File: src/rtl/dino_pkg.sv
// Shared types and default constants for the dino game-state stage.
package dino_pkg;

  typedef enum logic [1:0] {
    StIdle = 2'd0,
    StRun  = 2'd1,
    StOver = 2'd2
  } state_e;

  localparam int unsigned DEF_DINO_X = 40;
  localparam int unsigned DEF_DINO_W = 20;
  localparam int unsigned DEF_OBS_W  = 16;
  localparam int unsigned DEF_OBS_H  = 24;

  localparam int unsigned BCD_DIGIT_W = 4;
  localparam int unsigned BCD_DIGITS  = 4;

  // BCD magnitude compare, most significant digit first.
  function automatic logic bcd_gt(logic [15:0] a, logic [15:0] b);
    logic gt;
    logic decided;
    gt      = 1'b0;
    decided = 1'b0;
    for (int i = BCD_DIGITS - 1; i >= 0; i--) begin
      if (!decided && (a[i*BCD_DIGIT_W +: BCD_DIGIT_W] != b[i*BCD_DIGIT_W +: BCD_DIGIT_W])) begin
        gt      = a[i*BCD_DIGIT_W +: BCD_DIGIT_W] > b[i*BCD_DIGIT_W +: BCD_DIGIT_W];
        decided = 1'b1;
      end
    end
    return gt;
  endfunction

endpackage

File: src/rtl/bcd_counter4.sv
// Four-digit BCD incrementer with synchronous clear; saturates at 9999.
module bcd_counter4
  import dino_pkg::*;
(
  input  logic        clk,
  input  logic        rst,
  input  logic        clr,
  input  logic        inc,
  output logic [15:0] count
);

  logic [15:0] count_q, count_d;
  logic        carry;

  always_comb begin
    count_d = count_q;
    carry   = 1'b0;
    if (clr) begin
      count_d = '0;
    end else if (inc && (count_q != 16'h9999)) begin
      carry = 1'b1;
      for (int i = 0; i < int'(BCD_DIGITS); i++) begin
        if (carry) begin
          if (count_q[i*BCD_DIGIT_W +: BCD_DIGIT_W] == 4'd9) begin
            count_d[i*BCD_DIGIT_W +: BCD_DIGIT_W] = 4'd0;
          end else begin
            count_d[i*BCD_DIGIT_W +: BCD_DIGIT_W] = count_q[i*BCD_DIGIT_W +: BCD_DIGIT_W] + 4'd1;
            carry = 1'b0;
          end
        end
      end
    end
  end

  always_ff @(posedge clk or negedge rst) begin
    if (!rst) begin
      count_q <= '0;
    end else begin
      count_q <= count_d;
    end
  end

  assign count = count_q;

endmodule

File: src/rtl/dino_game_state.sv
// Game-state FSM, collision detect and BCD score for the dino game.
// Optional HISCORE_EN adds a high-score register and hiscore_bcd output.
module dino_game_state
  import dino_pkg::*;
#(
  parameter int unsigned DINO_X      = DEF_DINO_X,
  parameter int unsigned DINO_W      = DEF_DINO_W,
  parameter int unsigned OBS_W       = DEF_OBS_W,
  parameter int unsigned OBS_H       = DEF_OBS_H,
  parameter int unsigned SCORE_DIV   = 6,
  parameter int unsigned BLINK_TICKS = 8
) (
  input  logic        clk,
  input  logic        rst,
  input  logic        game_clk,
  input  logic        start,
  input  logic [8:0]  dino_pos,
  input  logic [8:0]  danger_pos1,
  input  logic [8:0]  danger_pos2,
  input  logic [8:0]  danger_pos3,
  input  logic [1:0]  danger_num,
  output logic        running,
  output logic        game_over,
  output logic        freeze,
  output logic        blink,
  output logic [15:0] score_bcd
`ifdef HISCORE_EN
  ,
  output logic [15:0] hiscore_bcd
`endif
);

  localparam int unsigned DivW   = (SCORE_DIV > 1) ? $clog2(SCORE_DIV) : 1;
  localparam int unsigned BlinkW = (BLINK_TICKS > 1) ? $clog2(BLINK_TICKS) : 1;
  localparam logic [DivW-1:0]   DivMax   = DivW'(SCORE_DIV - 1);
  localparam logic [BlinkW-1:0] BlinkMax = BlinkW'(BLINK_TICKS - 1);
  localparam logic [9:0] HitL = 10'(DINO_X);
  localparam logic [9:0] HitR = 10'(DINO_X + DINO_W);
  localparam logic [9:0] ObsW = 10'(OBS_W);
  localparam logic [8:0] ObsH = 9'(OBS_H);

  state_e              state_q, state_d;
  logic [DivW-1:0]     div_q, div_d;
  logic [BlinkW-1:0]   bcnt_q, bcnt_d;
  logic                blink_q, blink_d;
  logic                game_clk_q;
  logic                hit_q, hit_d;
  logic                tick;
  logic                score_clr, score_inc;

  assign tick = game_clk & ~game_clk_q;

  // 10-bit sums so positions near 511 cannot wrap into a false hit.
  function automatic logic x_overlap(logic [8:0] pos);
    return ({1'b0, pos} < HitR) && (({1'b0, pos} + ObsW) > HitL);
  endfunction

  always_comb begin
    hit_d = 1'b0;
    if ((danger_num >= 2'd1) && x_overlap(danger_pos1)) hit_d = 1'b1;
    if ((danger_num >= 2'd2) && x_overlap(danger_pos2)) hit_d = 1'b1;
    if ((danger_num == 2'd3) && x_overlap(danger_pos3)) hit_d = 1'b1;
    hit_d = hit_d & (dino_pos < ObsH);
  end

  always_comb begin
    state_d   = state_q;
    div_d     = div_q;
    bcnt_d    = bcnt_q;
    blink_d   = blink_q;
    score_clr = 1'b0;
    score_inc = 1'b0;
    unique case (state_q)
      StIdle: begin
        if (start) begin
          state_d   = StRun;
          div_d     = '0;
          score_clr = 1'b1;
        end
      end
      StRun: begin
        // A colliding tick ends the run and is not scored; start is ignored here.
        if (tick) begin
          if (hit_q) begin
            state_d = StOver;
            bcnt_d  = '0;
            blink_d = 1'b0;
          end else if (div_q == DivMax) begin
            div_d     = '0;
            score_inc = 1'b1;
          end else begin
            div_d = div_q + DivW'(1);
          end
        end
      end
      StOver: begin
        if (start) begin
          state_d   = StRun;
          div_d     = '0;
          bcnt_d    = '0;
          blink_d   = 1'b0;
          score_clr = 1'b1;
        end else if (tick) begin
          if (bcnt_q == BlinkMax) begin
            bcnt_d  = '0;
            blink_d = ~blink_q;
          end else begin
            bcnt_d = bcnt_q + BlinkW'(1);
          end
        end
      end
      default: state_d = StIdle;
    endcase
  end

  always_ff @(posedge clk or negedge rst) begin
    if (!rst) begin
      state_q    <= StIdle;
      div_q      <= '0;
      bcnt_q     <= '0;
      blink_q    <= 1'b0;
      game_clk_q <= 1'b0;
      hit_q      <= 1'b0;
    end else begin
      state_q    <= state_d;
      div_q      <= div_d;
      bcnt_q     <= bcnt_d;
      blink_q    <= blink_d;
      game_clk_q <= game_clk;
      hit_q      <= hit_d;
    end
  end

  bcd_counter4 u_score (
    .clk   (clk),
    .rst   (rst),
    .clr   (score_clr),
    .inc   (score_inc),
    .count (score_bcd)
  );

`ifdef HISCORE_EN
  logic [15:0] hiscore_q;

  always_ff @(posedge clk or negedge rst) begin
    if (!rst) begin
      hiscore_q <= '0;
    end else if ((state_q == StRun) && (state_d == StOver) && bcd_gt(score_bcd, hiscore_q)) begin
      hiscore_q <= score_bcd;
    end
  end

  assign hiscore_bcd = hiscore_q;
`endif

  assign running   = (state_q == StRun);
  assign game_over = (state_q == StOver);
  assign freeze    = (state_q != StRun);
  assign blink     = blink_q;

endmodule
File: config.mk
export PLATFORM = sky130hd
export DESIGN_NAME = dino_game_state
export DESIGN_NICKNAME = d
export VERILOG_FILES = /design/src/rtl/dino_pkg.sv /design/src/rtl/bcd_counter4.sv /design/src/rtl/dino_game_state.sv
export SDC_FILE = /design/constraint.sdc
export NUM_CORES = 1
export LEC_CHECK = 0
export BUFFER_PORTS_ARGS = -buffer_cell sky130_fd_sc_hd__buf_2
export CAP_MARGIN = 20
export CORE_ASPECT_RATIO = 1.5
export CORE_MARGIN = 4
export CORE_UTILIZATION = 35
export CTS_CLUSTER_SIZE = 30
export DETAILED_ROUTE_END_ITERATION = 10
export GPL_TIMING_DRIVEN = 0
export PLACE_DENSITY = 0.7
export SETUP_SLACK_MARGIN = 0.2
export SYNTH_ARGS = -nofsm -noshare
export SYNTH_HDL_FRONTEND = slang
export SYNTH_SLANG_ARGS = --single-unit
export TNS_END_PERCENT = 20
File: constraint.sdc
create_clock -name clk -period 4.85 [get_ports clk]
set_input_delay 0.485 -clock clk [delete_from_list [all_inputs] [get_ports clk]]
set_output_delay 0.485 -clock clk [all_outputs]
set_load 0.1 [all_outputs]
Yosys cells after proc, flatten, opt, wreduce, memory -nomap -nowiden
Index checks and enable logic that the tools add are counted.
Cells by class
  equal/unequal tests: 17
  muxes and demuxes: 50
  $add $sub $neg: 9
  $lt $le $gt $ge: 9
  bitwise logic cells: 4
  reduce and logical (&&, ||, !) cells: 22
Operator list (count)
  2-to-1 mux 16 bit: 2
  adder 9 x 5 -> 10 bit, second input constant: 3
  greater-than comparator 10 x 6 -> 1 bit, second input constant: 3
  2-to-1 mux 4 bit: 7
  < comparator 9 x 6 -> 1 bit, second input constant: 3
  2-to-1 mux 3 bit: 9
  2-to-1 mux 1 bit: 25
  adder 4 x 1 -> 4 bit, second input constant: 4
  == test 4 bit, second input constant: 4
  inequality test 16 bit, second input constant: 1
  one-hot mux 3 bit (2 select lines): 2
  nonzero test 2 bit: 6
  < comparator 9 x 5 -> 1 bit, second input constant: 1
  inequality test 2 x 1 -> 1 bit, second input constant: 4
  AND reduction 4 bit: 2
  logical AND 1 bit: 7
  adder 3 x 1 -> 3 bit, second input constant: 2
  == test 3 bit, second input constant: 2
  2-to-1 mux 2 bit: 3
  inequality test 3 x 2 -> 1 bit, second input constant: 2
  AND reduction 2 bit: 3
  AND reduction 5 bit: 1
  == test 2 bit, second input constant: 2
  one-hot mux 2 bit (2 select lines): 1
  10 further kinds: 12
Word-level totals
  register bits after elaboration: 27
  bits of input ports: 42
  output and inout bits: 20

Longest topological paths before layout
  word-level depth: 17
  mapped depth: 8

Modules after synthesis
Synthesis repeated with hierarchy kept, for this count alone.
Second synthesis, totals
  cells, all modules: 189
  area, all modules: 1771.7 um^2
Modules (own cells, without submodules)
  bcd_counter4: instances 1, cells an instance 112, area an instance 1053.5 um^2
  dino_game_state: instances 1, cells an instance 77, area an instance 718.2 um^2

Worst setup path after synthesis
OpenSTA, ideal clock, no wires.
  path kind: register to register
  from: register state_q[1]
  to: register blink_q, in the netlist blink
  buffers on the path: 0
  data arrival time: 2.761 ns
  path slack: 1.964 ns
  cell stages (with the launch flop): 7
  cell sequence: dfrtp_1 > inv_1 > ha_1 > inv_1 > o221ai_2 > or4b_2 > nand2_1
Between the ends
  longest elaborated chain between the ends: 3
Ends and longest elaborated chain
  start: declaration: RTL line dino_game_state.sv:42  | state_e state_q, state_d;
  start signal: assignment: RTL line dino_game_state.sv:118  | state_q <= StIdle;
  start signal: assignment: RTL line dino_game_state.sv:125  | state_q <= state_d;
  == test 2 x 1 -> 1 bit *
  named net running: RTL line dino_game_state.sv:22  | output logic running,
  inequality test 2 x 1 -> 1 bit (no line) / nonzero test 2 bit (equally long branches)
  AND reduction 5 bit (no line)
  end signal: assignment: RTL line dino_game_state.sv:128  | blink_q <= blink_d;
  end: declaration: RTL line dino_game_state.sv:45  | logic blink_q, blink_d;
The timed path passes the listed nets; every way through them passes the cells marked *.
A chain may end at the register's enable or synchronous reset.

Worst setup path after layout
  from: register state_q[1]
  to: output port freeze
Between the ends
  longest elaborated chain between the ends: 1
Ends and longest elaborated chain
  inequality test 2 x 1 -> 1 bit: RTL line dino_game_state.sv:158  | assign freeze = (state_q != StRun);
  end: declaration: RTL line dino_game_state.sv:24  | output logic freeze,
No other way between the ends.

==> run metrics <==
vias in the first global route about 1.7k; CP Launch Type flop; DRC viols 0; IO buf count 58; FF-to-FF setup slack approximately 2900 ps; via/cell ratio around 5.3; share of layout cells above drive strength 1 0.294; total number of vias ~1.7k; DR WL/cell between 10 and 15 um; outcome completed; Hold Path Class input pin to async pin; total track usage 0.139; Synthesis Warnings 0; dpl ws 2920 ps; Fin Clk Skew 6.32 ps; fin crit share 0.421; total grt overflow 0; CP max FO 6; setup_tns 0 ps; Detailed Place HPWL around 3100 um; largest net degree at the start of global routing 28; Mapped Area 0.00173 mm^2; clock buffer depth 2; post-cts resize count 0; row count 31; iteration-0 DRC count of the detailed router between 80 and 90; Final setup viols 0; final wirelength 3890 um; Worst Path Class, Setup flop to output port; die width ~65 um; die height 94.0 um; Post-synth EDFFs 0; final worst setup slack between 2000 and 3000 ps; Clk Latency, worst-skew pair between 200 and 300 ps; syn nets around 240; DR pass1 iterations 4; worst r2r src state_q[1]; Core Region roughly 0.0048 mm^2; RePlAce Congestion approximately 0.78; CP startpoint state_q[1]; postcts setup bufs 0; Initial Util 0.359; final net count 301; H-tree depth 1; critical path endpoint freeze; leakage power between 0.001 and 0.0015 uW; Max-Cap Viols 0; worst-case reg-to-reg path depth 8; Clock Root Buffer clkbuf_8; final hold violation count 0; VDD IR-drop max between 200 and 250 uV; Max Slew Vio Count 0; area grow syn2layout 24.2%; CP required between 4000 and 5000 ps; #FFs+latches synth 27; Critical Path AT around 1600 ps; initial antenna violation count 0; Clock Sinks 27; first-pass GRT wire length 6840 um; Worst-path clk slew 90 ps; CTS tree built; CTS Buf Count 3; RSZ-0062 raised after global routing false; crit end category output port; pwr dens 357 mW/mm^2; Syn Inst Count 183; Period minus WS final 2040 ps; Slew HR 0.589; Post-CTS Hold Fix Bufs 0; # diodes 0; Netlist cell types 40; Synth Flop Type dfrtp_1; syn_area_per_cell 9.44 um^2; Tightest Pin Transition around 620 ps; fmax around 490 MHz; Layout fillers ~530; worst reg2reg path endpoint u_score.count[12]; Synth async-reset ratio 1.00; # IOs just over 60; area of the die 0.00614 mm^2; sequential area share after synthesis 0.391; DRT antenna net count 0
[sequential cells by signal, indices dropped and copies added, names as in the netlist]
name and flops:
div_q 3, hit_q 1, game_clk_q 1, bcnt_q 3, u_score.count 16, blink 1
state_q 2
[worst min path at each step]
stage | slack (ps) | cells past startpoint | from | endpoint
3_5_place_dp | 480 | 2 | bcnt_q[2] | bcnt_q[2]
4_1_cts | 230 | 1 | rst | u_score.count[13]
5_1_grt | 250 | 1 | rst | u_score.count[6]
6_report | 210 | 1 | rst | u_score.count[13]
2_1_floorplan | 190 | 0 | rst | bcnt_q[0]
3_3_place_gp | 470 | 2 | bcnt_q[2] | bcnt_q[2]
[layout by cell type (no fill, tap or decap), types with 2 or more instances in the layout]
cell / synthesis / final
a21oi_1: 19 / 19
nor3_1: 3 / 3
and3b_1: 4 / 4
nand3_1: 7 / 7
nand4_4: 2 / 2
nor4_1: 7 / 7
clkbuf_1: 2 / 3
nor2_1: 7 / 7
o31ai_1: 3 / 3
and2_1: 2 / 2
nand3b_1: 5 / 5
nand4_1: 2 / 2
dfrtp_1: 27 / 27
nand2_1: 9 / 9
a31oi_1: 2 / 2
buf_6: 2 / 2
buf_2: 0 / 58
o22a_1: 2 / 2
o21ai_0: 18 / 18
clkbuf_8: 0 / 3
or3_1: 12 / 12
nor2b_1: 2 / 2
and4_1: 2 / 2
inv_1: 11 / 11
o211ai_1: 2 / 2
or4_1: 3 / 3
ha_1: 13 / 13
[metal layers]
layer,GRT usage,part of all wire,up-vias
met4,0.0588,0.028,0
met2,0.259,0.51,60
li1,-,-,806
met3,0.0240,0.071,8
met5,0,0,-
met1,0.150,0.39,778
[per-stage QoR]
| step | utilization | total power (uW) | area [um^2] | hold WS (ps) | std cells |
|---|---|---|---|---|---|
| after floorplan | - | 568 | 1730 | 189 | 183 |
| after global placement | 0.437 | 640 | 2100 | 470 | 307 |
| after global routing | 0.446 | 819 | 2140 | 254 | 311 |
| final | 0.446 | 765 | 2140 | 210 | 311 |
| after detailed placement | 0.437 | 645 | 2100 | 484 | 307 |
| after CTS | 0.446 | 776 | 2140 | 230 | 311 |
[synth_stat cells (all sizes together), types with 4 or more instances]
cell type	count	share of area
nand4	4	0.032
a21oi	19	0.055
nand2	9	0.020
nand3b	5	0.022
and3b	5	0.026
dfrtp	27	0.39
ha	13	0.094
o21ai	18	0.052
nor2	7	0.015
nand3	7	0.020
nor4	7	0.025
or3	13	0.048
inv	11	0.024
[worst max-delay path, stage by stage (launching register included)]
cell	delay (ps)
dfrtp_1	380
inv_1	70
ha_1	250
inv_1	130
buf_2	440
[layout make-up]
type / count / area [um^2] / share of cell area
repair buffers: 58 / 290 / 0.135
inverters: 11 / 41.3 / 0.0193
well taps: 66 / 82.6 / 0.0385
plain buffers: 4 / 30.0 / 0.0140
flip-flops and latches: 27 / 676 / 0.315
multi-input cells: 141 / 980 / 0.457
clock buffers: 4 / 45.0 / 0.0210
[where the power goes]
group	internal [uW]	total [uW]	leakage (uW)	switching, uW
registers	250	275	0.000364	25.4
logic	91.8	361	0.000647	269
clock network	58.9	129	0.0000228	69.8
[kinds of logic (layout without fill, tap and decap cells)]
group           count (synthesis)  count (layout)  synth area share
buf+inv                        15              77            0.0413
mux                             2               2            0.0123
fa+ha+maj                      13              13            0.0942
xor+xnor                        1               1           0.00507
simple gates                   75              75             0.286
flops                          27              27             0.391
compound gates                 50              50             0.170
Note: power is estimated with default switching activity, not from simulation.
